[config.mk]
export PLATFORM = sky130hd
export DESIGN_NAME = serial_subtractor_nibble_flat
export DESIGN_NICKNAME = d
export VERILOG_FILES = /design/src/rtl/serial_subtractor_nibble_if.sv /design/src/rtl/serial_subtractor_nibble.sv /design/src/flat_wrapper.sv
export SDC_FILE = /design/constraint.sdc
export NUM_CORES = 1
export LEC_CHECK = 0
export BUFFER_PORTS_ARGS = -buffer_cell sky130_fd_sc_hd__clkbuf_2
export CAP_MARGIN = 10
export CORE_ASPECT_RATIO = 0.9
export CORE_MARGIN = 5
export CORE_UTILIZATION = 55
export DETAILED_ROUTE_END_ITERATION = 8
export GPL_ROUTABILITY_DRIVEN = 0
export PLACE_DENSITY = 0.88
export SLEW_MARGIN = 20
export SYNTH_ARGS = -nofsm -noshare
export SYNTH_HDL_FRONTEND = slang
export SYNTH_SLANG_ARGS = --single-unit
[constraint.sdc]
create_clock -name clk -period 6.7 [get_ports clk]
set_input_delay 1.34 -clock clk [delete_from_list [all_inputs] [get_ports clk]]
set_output_delay 1.34 -clock clk [all_outputs]
set_load 0.02 [all_outputs]
[src/rtl/serial_subtractor_nibble_if.sv]
// Operand/result bundle for serial_subtractor_nibble.
// Z and N exist only when SUBNIB_FLAGS_EN is defined.
interface serial_subtractor_nibble_if #(
    parameter int WIDTH = 16
);
    logic             start;
    logic [WIDTH-1:0] A;
    logic [WIDTH-1:0] B;
    logic             Bin;
    logic             busy;
    logic             done;
    logic [WIDTH-1:0] D;
    logic             Bout;
`ifdef SUBNIB_FLAGS_EN
    logic             Z;
    logic             N;
`endif

    modport master (
        output start, A, B, Bin,
`ifdef SUBNIB_FLAGS_EN
        input  Z, N,
`endif
        input  busy, done, D, Bout
    );

    modport slave (
        input  start, A, B, Bin,
`ifdef SUBNIB_FLAGS_EN
        output Z, N,
`endif
        output busy, done, D, Bout
    );
endinterface

[src/rtl/serial_subtractor_nibble.sv]
// Nibble-serial D = A - B - Bin over a 4-bit ripple subtractor.
// Optional Z/N flag outputs enabled by SUBNIB_FLAGS_EN.
module full_subtractor_4bit (
    input  logic [3:0] a,
    input  logic [3:0] b,
    input  logic       bin,
    output logic [3:0] d,
    output logic       bout
);
    logic c;

    always_comb begin
        d = '0;
        c = bin;
        for (int i = 0; i < 4; i++) begin
            d[i] = a[i] ^ b[i] ^ c;
            c    = (~a[i] & b[i]) | (~(a[i] ^ b[i]) & c);
        end
        bout = c;
    end
endmodule

module serial_subtractor_nibble #(
    parameter int WIDTH = 16
) (
    input  logic                     clk,
    input  logic                     rst,
    serial_subtractor_nibble_if.slave bus
);
    localparam int NIB = WIDTH / 4;
    localparam int CW  = $clog2(NIB);
    localparam logic [CW-1:0] LAST = CW'(NIB - 1);

    typedef enum logic [1:0] {
        IDLE,
        RUN,
        DONE
    } state_t;

    state_t           state_q;
    state_t           state_d;
    logic [CW-1:0]    cnt_q;
    logic [WIDTH-1:0] a_q;
    logic [WIDTH-1:0] b_q;
    logic [WIDTH-1:0] d_q;
    logic [WIDTH-1:0] d_nxt;
    logic             brw_q;
    logic             bout_q;
    logic [3:0]       nib_d;
    logic             nib_bo;
    logic             accept;
    logic             last;
`ifdef SUBNIB_FLAGS_EN
    logic             z_q;
    logic             n_q;
`endif

    assign accept = bus.start &&
                    (state_q == IDLE || state_q == DONE);
    assign last   = (state_q == RUN) && (cnt_q == LAST);

    full_subtractor_4bit u_fs (
        .a    (a_q[4*cnt_q +: 4]),
        .b    (b_q[4*cnt_q +: 4]),
        .bin  (brw_q),
        .d    (nib_d),
        .bout (nib_bo)
    );

    // Full result including the nibble being written this cycle,
    // so flags can be registered on the same edge as Bout.
    always_comb begin
        d_nxt              = d_q;
        d_nxt[4*cnt_q +: 4] = nib_d;
    end

    always_ff @(posedge clk or posedge rst) begin
        if (rst) state_q <= IDLE;
        else     state_q <= state_d;
    end

    always_comb begin
        state_d = state_q;
        unique case (state_q)
            IDLE:    if (bus.start) state_d = RUN;
            RUN:     if (cnt_q == LAST) state_d = DONE;
            DONE:    state_d = bus.start ? RUN : IDLE;
            default: state_d = IDLE;
        endcase
    end

    always_ff @(posedge clk or posedge rst) begin
        if (rst) begin
            cnt_q  <= '0;
            a_q    <= '0;
            b_q    <= '0;
            d_q    <= '0;
            brw_q  <= 1'b0;
            bout_q <= 1'b0;
`ifdef SUBNIB_FLAGS_EN
            z_q    <= 1'b0;
            n_q    <= 1'b0;
`endif
        end else if (accept) begin
            cnt_q  <= '0;
            a_q    <= bus.A;
            b_q    <= bus.B;
            d_q    <= '0;
            brw_q  <= bus.Bin;
            bout_q <= 1'b0;
`ifdef SUBNIB_FLAGS_EN
            z_q    <= 1'b0;
            n_q    <= 1'b0;
`endif
        end else if (state_q == RUN) begin
            d_q   <= d_nxt;
            brw_q <= nib_bo;
            cnt_q <= last ? '0 : cnt_q + 1'b1;
            if (last) begin
                bout_q <= nib_bo;
`ifdef SUBNIB_FLAGS_EN
                z_q    <= (d_nxt == '0);
                n_q    <= d_nxt[WIDTH-1];
`endif
            end
        end
    end

    assign bus.busy = (state_q == RUN);
    assign bus.done = (state_q == DONE);
    assign bus.D    = d_q;
    assign bus.Bout = bout_q;
`ifdef SUBNIB_FLAGS_EN
    assign bus.Z    = z_q;
    assign bus.N    = n_q;
`endif
endmodule

[src/flat_wrapper.sv]
// flat-port wrapper written by rule: the top's interface ports become plain ports
module serial_subtractor_nibble_flat 
#(
    parameter int WIDTH = 16
)
  (clk, rst, bus_start, bus_A, bus_B, bus_Bin, bus_busy, bus_done, bus_D, bus_Bout);
  serial_subtractor_nibble_if #(.WIDTH(WIDTH)) bus_i ();
  input  logic clk;
  input  logic rst;
  input wire logic [$bits(bus_i.start)-1:0] bus_start;
  input wire logic [$bits(bus_i.A)-1:0] bus_A;
  input wire logic [$bits(bus_i.B)-1:0] bus_B;
  input wire logic [$bits(bus_i.Bin)-1:0] bus_Bin;
  output wire logic [$bits(bus_i.busy)-1:0] bus_busy;
  output wire logic [$bits(bus_i.done)-1:0] bus_done;
  output wire logic [$bits(bus_i.D)-1:0] bus_D;
  output wire logic [$bits(bus_i.Bout)-1:0] bus_Bout;
  assign bus_i.start = bus_start;
  assign bus_i.A = bus_A;
  assign bus_i.B = bus_B;
  assign bus_i.Bin = bus_Bin;
  assign bus_busy = bus_i.busy;
  assign bus_done = bus_i.done;
  assign bus_D = bus_i.D;
  assign bus_Bout = bus_i.Bout;
  serial_subtractor_nibble #(.WIDTH(WIDTH)) u_core (.clk(clk), .rst(rst), .bus(bus_i));
endmodule
==> impl_summary.log <==
INFO  metric outcome = completed
INFO  metric startpoint_of_the_most_critical_setup_path = u_core.cnt_q[0]
INFO  metric critical_path_end_type = flip-flop
INFO  metric initial_core_util = 0.563
INFO  metric worstSetupPathType = flip-flop to flip-flop
INFO  metric cp_num_cells = 9
INFO  metric synth_top_family_by_area = simple AND/OR/NAND/NOR gates
INFO  metric clkSlewWorstSetupHoldPaths = 90 ps
INFO  metric grt_remaining_overflow = 0
INFO  metric overall_global_routing_usage = 0.189
INFO  metric ys_seq_elements = 54
INFO  metric crit_required = 6910 ps
INFO  metric slew_violations = 0
INFO  metric synth_async_sr_flop_share = 1.00
INFO  metric synth_simple_gate_area_share = 0.215
INFO  metric grt_antenna_before_repair = 0
INFO  metric worstPathBufferInverterCount = 3
INFO  metric critical_path.reg2reg.startpoint = u_core.cnt_q[0]
INFO  metric post_route_cells_drive_above_1_share = 0.266
INFO  metric multi_input_comb_area = 0.00103 sq mm
INFO  metric syn_nets = 284
INFO  metric area_growth_syn_to_layout = 16.0%
INFO  metric portBuffers = 54
INFO  metric postSynthCellCount = 240
INFO  metric residual_drc = 0
INFO  metric critPathMostFrequentCell = fa_1
INFO  metric hold_slack = 485 ps
INFO  metric cp_slowest_stage_delay = 830 ps
INFO  metric r2r.worst_path.cells = 9
INFO  metric first_global_vias = 1818
INFO  metric yosys.area_share.adder = 0.0525
INFO  metric pin_count_of_the_biggest_net_entering_global_routing = 55
INFO  metric design.core.area = 0.00440 sq mm
INFO  metric layout_worst_path_cycle_share = 0.514
INFO  metric timing_hold_violations_final = 0
INFO  metric finish.cell_count_without_fillers = 355
INFO  metric final.setup_skew = 4.76 ps
INFO  metric ys_dominant_reg_cell = dfrtp_1
INFO  metric routed-via-count = 1854
INFO  metric final_standard_cell_utilization_of_the_core = 0.653
INFO  metric postRouteAntennaNets = 0
INFO  metric timing.rr.end = u_core.bus.D[3]
INFO  metric detailedPlacementHpwl = 3.73 mm
INFO  metric route.top_layer_used = met4
INFO  metric wl_met3 = 329 microns
INFO  metric timing.fmax = 0.291 GHz
INFO  metric final-seq-area = 0.00135 sq mm
INFO  metric critPathLaunchType = flip-flop
INFO  metric finalWirelength = 5.10 mm
INFO  metric dp_cells = 347
INFO  metric syn-cell-area = 0.00248 sq mm
INFO  metric setup_repair_after_global_routing_missed_its_margin = false
INFO  metric ys_seq_area_frac = 0.545
INFO  metric clock_tree.root_cell = clkbuf_8
INFO  metric synth.largest_area_cell = dfrtp_1
INFO  metric wl_met1 = 2.22 mm
INFO  metric cts-buffers-inserted = 5
INFO  metric wire_per_inst = 14.4 microns
INFO  metric die_area = 0.00595 sq mm
INFO  metric nFillCells = 364
INFO  metric detailedRoute.firstPassIterationCount = 4
INFO  metric finalSetupTns = 0 ps
INFO  metric die_h = 73.7 microns
INFO  metric synth-xor-area-share = 0
INFO  metric synth.top_cells.by_count = nand2_1 (102), dfrtp_1 (54), inv_1 (9), mux4_2 (8), nand3_1 (8)
INFO  metric floorplan.rows = 23
INFO  metric number_of_sinks_on_the_clock_net = 54
INFO  metric dr.first_iter.drc_count = 141
INFO  metric cts-htree-levels = 2
INFO  metric finalPower = 1460 uW
INFO  metric io-pin-count = 55
INFO  metric timing_worst_slew_pin_value = 884 ps
INFO  metric crit_family = adder cells
INFO  metric power.leakage = 0.00152 uW
INFO  metric synthTopCellsByArea = dfrtp_1 (54%), nand2_1 (15%), mux4_2 (7.3%)
INFO  metric grt_pass1_wl = 8.53 mm
INFO  metric fp.dieW = 80.8 microns
INFO  metric tritoncts = yes
INFO  metric number_of_enable_flip_flop_cells_after_synthesis = 0
INFO  metric final_nets = 336
INFO  metric clock_path_buffers = 2
INFO  metric syn-mean-instance-area = 10.3 sq um
INFO  metric vias_per_cell = 5.22
INFO  metric critical_path_peak_fanout = 20
INFO  metric yosys.cell_count.top_type = nand2_1
INFO  metric worstPathArrival = 3650 ps
INFO  metric synth_compound_gate_area_share = 0.0752
INFO  metric met2_length = 2.49 mm
INFO  metric cts_post_setup_buffers_inserted = 0
INFO  metric synth.lib_cells_used.distinct = 30
INFO  metric cts_repair_resize_count = 0
INFO  metric ir_drop = 0.218 mV
INFO  metric maxSlewHeadroom = 0.410
INFO  metric timing.reg2reg.setup_slack = 3260 ps
INFO  metric synthDominantCellAreaShare = 0.545
INFO  metric crit_chain = mux4_2, inv_1, fa_1, inv_1, fa_1, fa_1, inv_1, fa_1, o41ai_1
INFO  metric hold_path.class = flip-flop to flip-flop
INFO  metric critical-path-slowest-cell = dfrtp_1
INFO  metric insertion_delay = 310 ps
INFO  metric setup_viol_count_final = 0
INFO  metric yosysWarnings = 0
INFO  metric antenna_cells = 0
INFO  metric max-cap-violations = 0
INFO  metric hold_buffers = 0
INFO  metric final_period_minus_worst_setup_slack = 3440 ps
INFO  metric synthMuxAreaShare = 0.0727
INFO  metric power_density = 508 mW/mm^2
INFO  metric worst_setup_path_endpoint = u_core.bus.D[3]
metal layers:
metal / track usage / up-vias
met2: 0.292 / 52
met5: 0 / -
li1: - / 901
met3: 0.0576 / 9
met4: 0.0544 / 0
met1: 0.261 / 892
tightest hold or removal path, stage by stage, from the launching register on:
cell and delay [ps]:
dfrtp_1 350, nand2_1 50, nand2_1 50
how the worst min path moves through the flow:
| stage | startpoint | to | slack, ps | cells past startpoint |
|---|---|---|---|---|
| after floorplan | u_core.a_q[6] | u_core.a_q[6] | 440 | 2 |
| after global placement | u_core.a_q[6] | u_core.a_q[6] | 460 | 2 |
| after detailed placement | u_core.b_q[3] | u_core.b_q[3] | 460 | 2 |
| after CTS | u_core.a_q[0] | u_core.a_q[0] | 490 | 2 |
| after global routing | u_core.b_q[4] | u_core.b_q[4] | 510 | 2 |
| final | u_core.a_q[0] | u_core.a_q[0] | 480 | 2 |
metrics by stage:
step	setup slack, ps	area [sq um]
2_1_floorplan	3700	2480
3_3_place_gp	3340	2780
3_5_place_dp	3210	2780
4_1_cts	3230	2880
5_1_grt	3000	2880
6_report	3260	2880
power breakdown:
group	leakage [uW]	total, uW	internal [uW]	switching (uW)
logic	0.000780	706	294	412
registers	0.000693	570	459	111
clock network	0.0000482	184	83.5	101
area by class of cell:
type,count,area share
inverter,10,0.0135
timing repair buffer,56,0.0992
tap,62,0.0270
sequential,54,0.470
multi-input combinational,165,0.359
clock buffer,7,0.0300
clock inverter,1,0.00174
state kept, by name (all words and copies together), names as in the netlist:
| signal | flops |
|---|---|
| u_core.bus.Bout | 1 |
| u_core.cnt_q | 2 |
| u_core.bus.D | 16 |
| u_core.b_q | 16 |
| u_core.brw_q | 1 |
| u_core.a_q | 16 |
| u_core.state_q | 2 |
layout by cell type, fill, tap and decap left out:
cell type,Yosys,routed
nand2_1,102,102
clkbuf_2,0,54
dfrtp_1,54,54
nand3_1,8,8
inv_1,9,8
mux4_2,8,8
o2bb2ai_1,6,6
a22o_1,6,6
clkbuf_8,0,6
o21ai_1,4,4
fa_1,4,4
ha_1,4,4
a21oi_2,3,3
clkinv_2,0,2
nand3b_1,2,2
o41ai_1,2,2
a21oi_1,2,2
and3_1,2,2
buf_4,3,2
nor2b_2,0,1
nand2b_1,1,1
nand2b_2,1,1
inv_2,1,1
and2_1,1,1
a22oi_1,1,1
nor3b_1,1,1
nand4b_1,1,1
nor2b_1,2,1
nor2_1,1,1
and4bb_1,1,1
and4b_1,1,1
or3_1,1,1
clkbuf_1,1,1
logic make-up after synthesis:
family | after synthesis
AOI/OAI and AO/OA | 24
buffers and inverters | 21
muxes | 8
DFF | 54
and+or+nand+nor | 125
adders and majority gates | 8
Note: power is estimated with default switching activity, not from simulation.
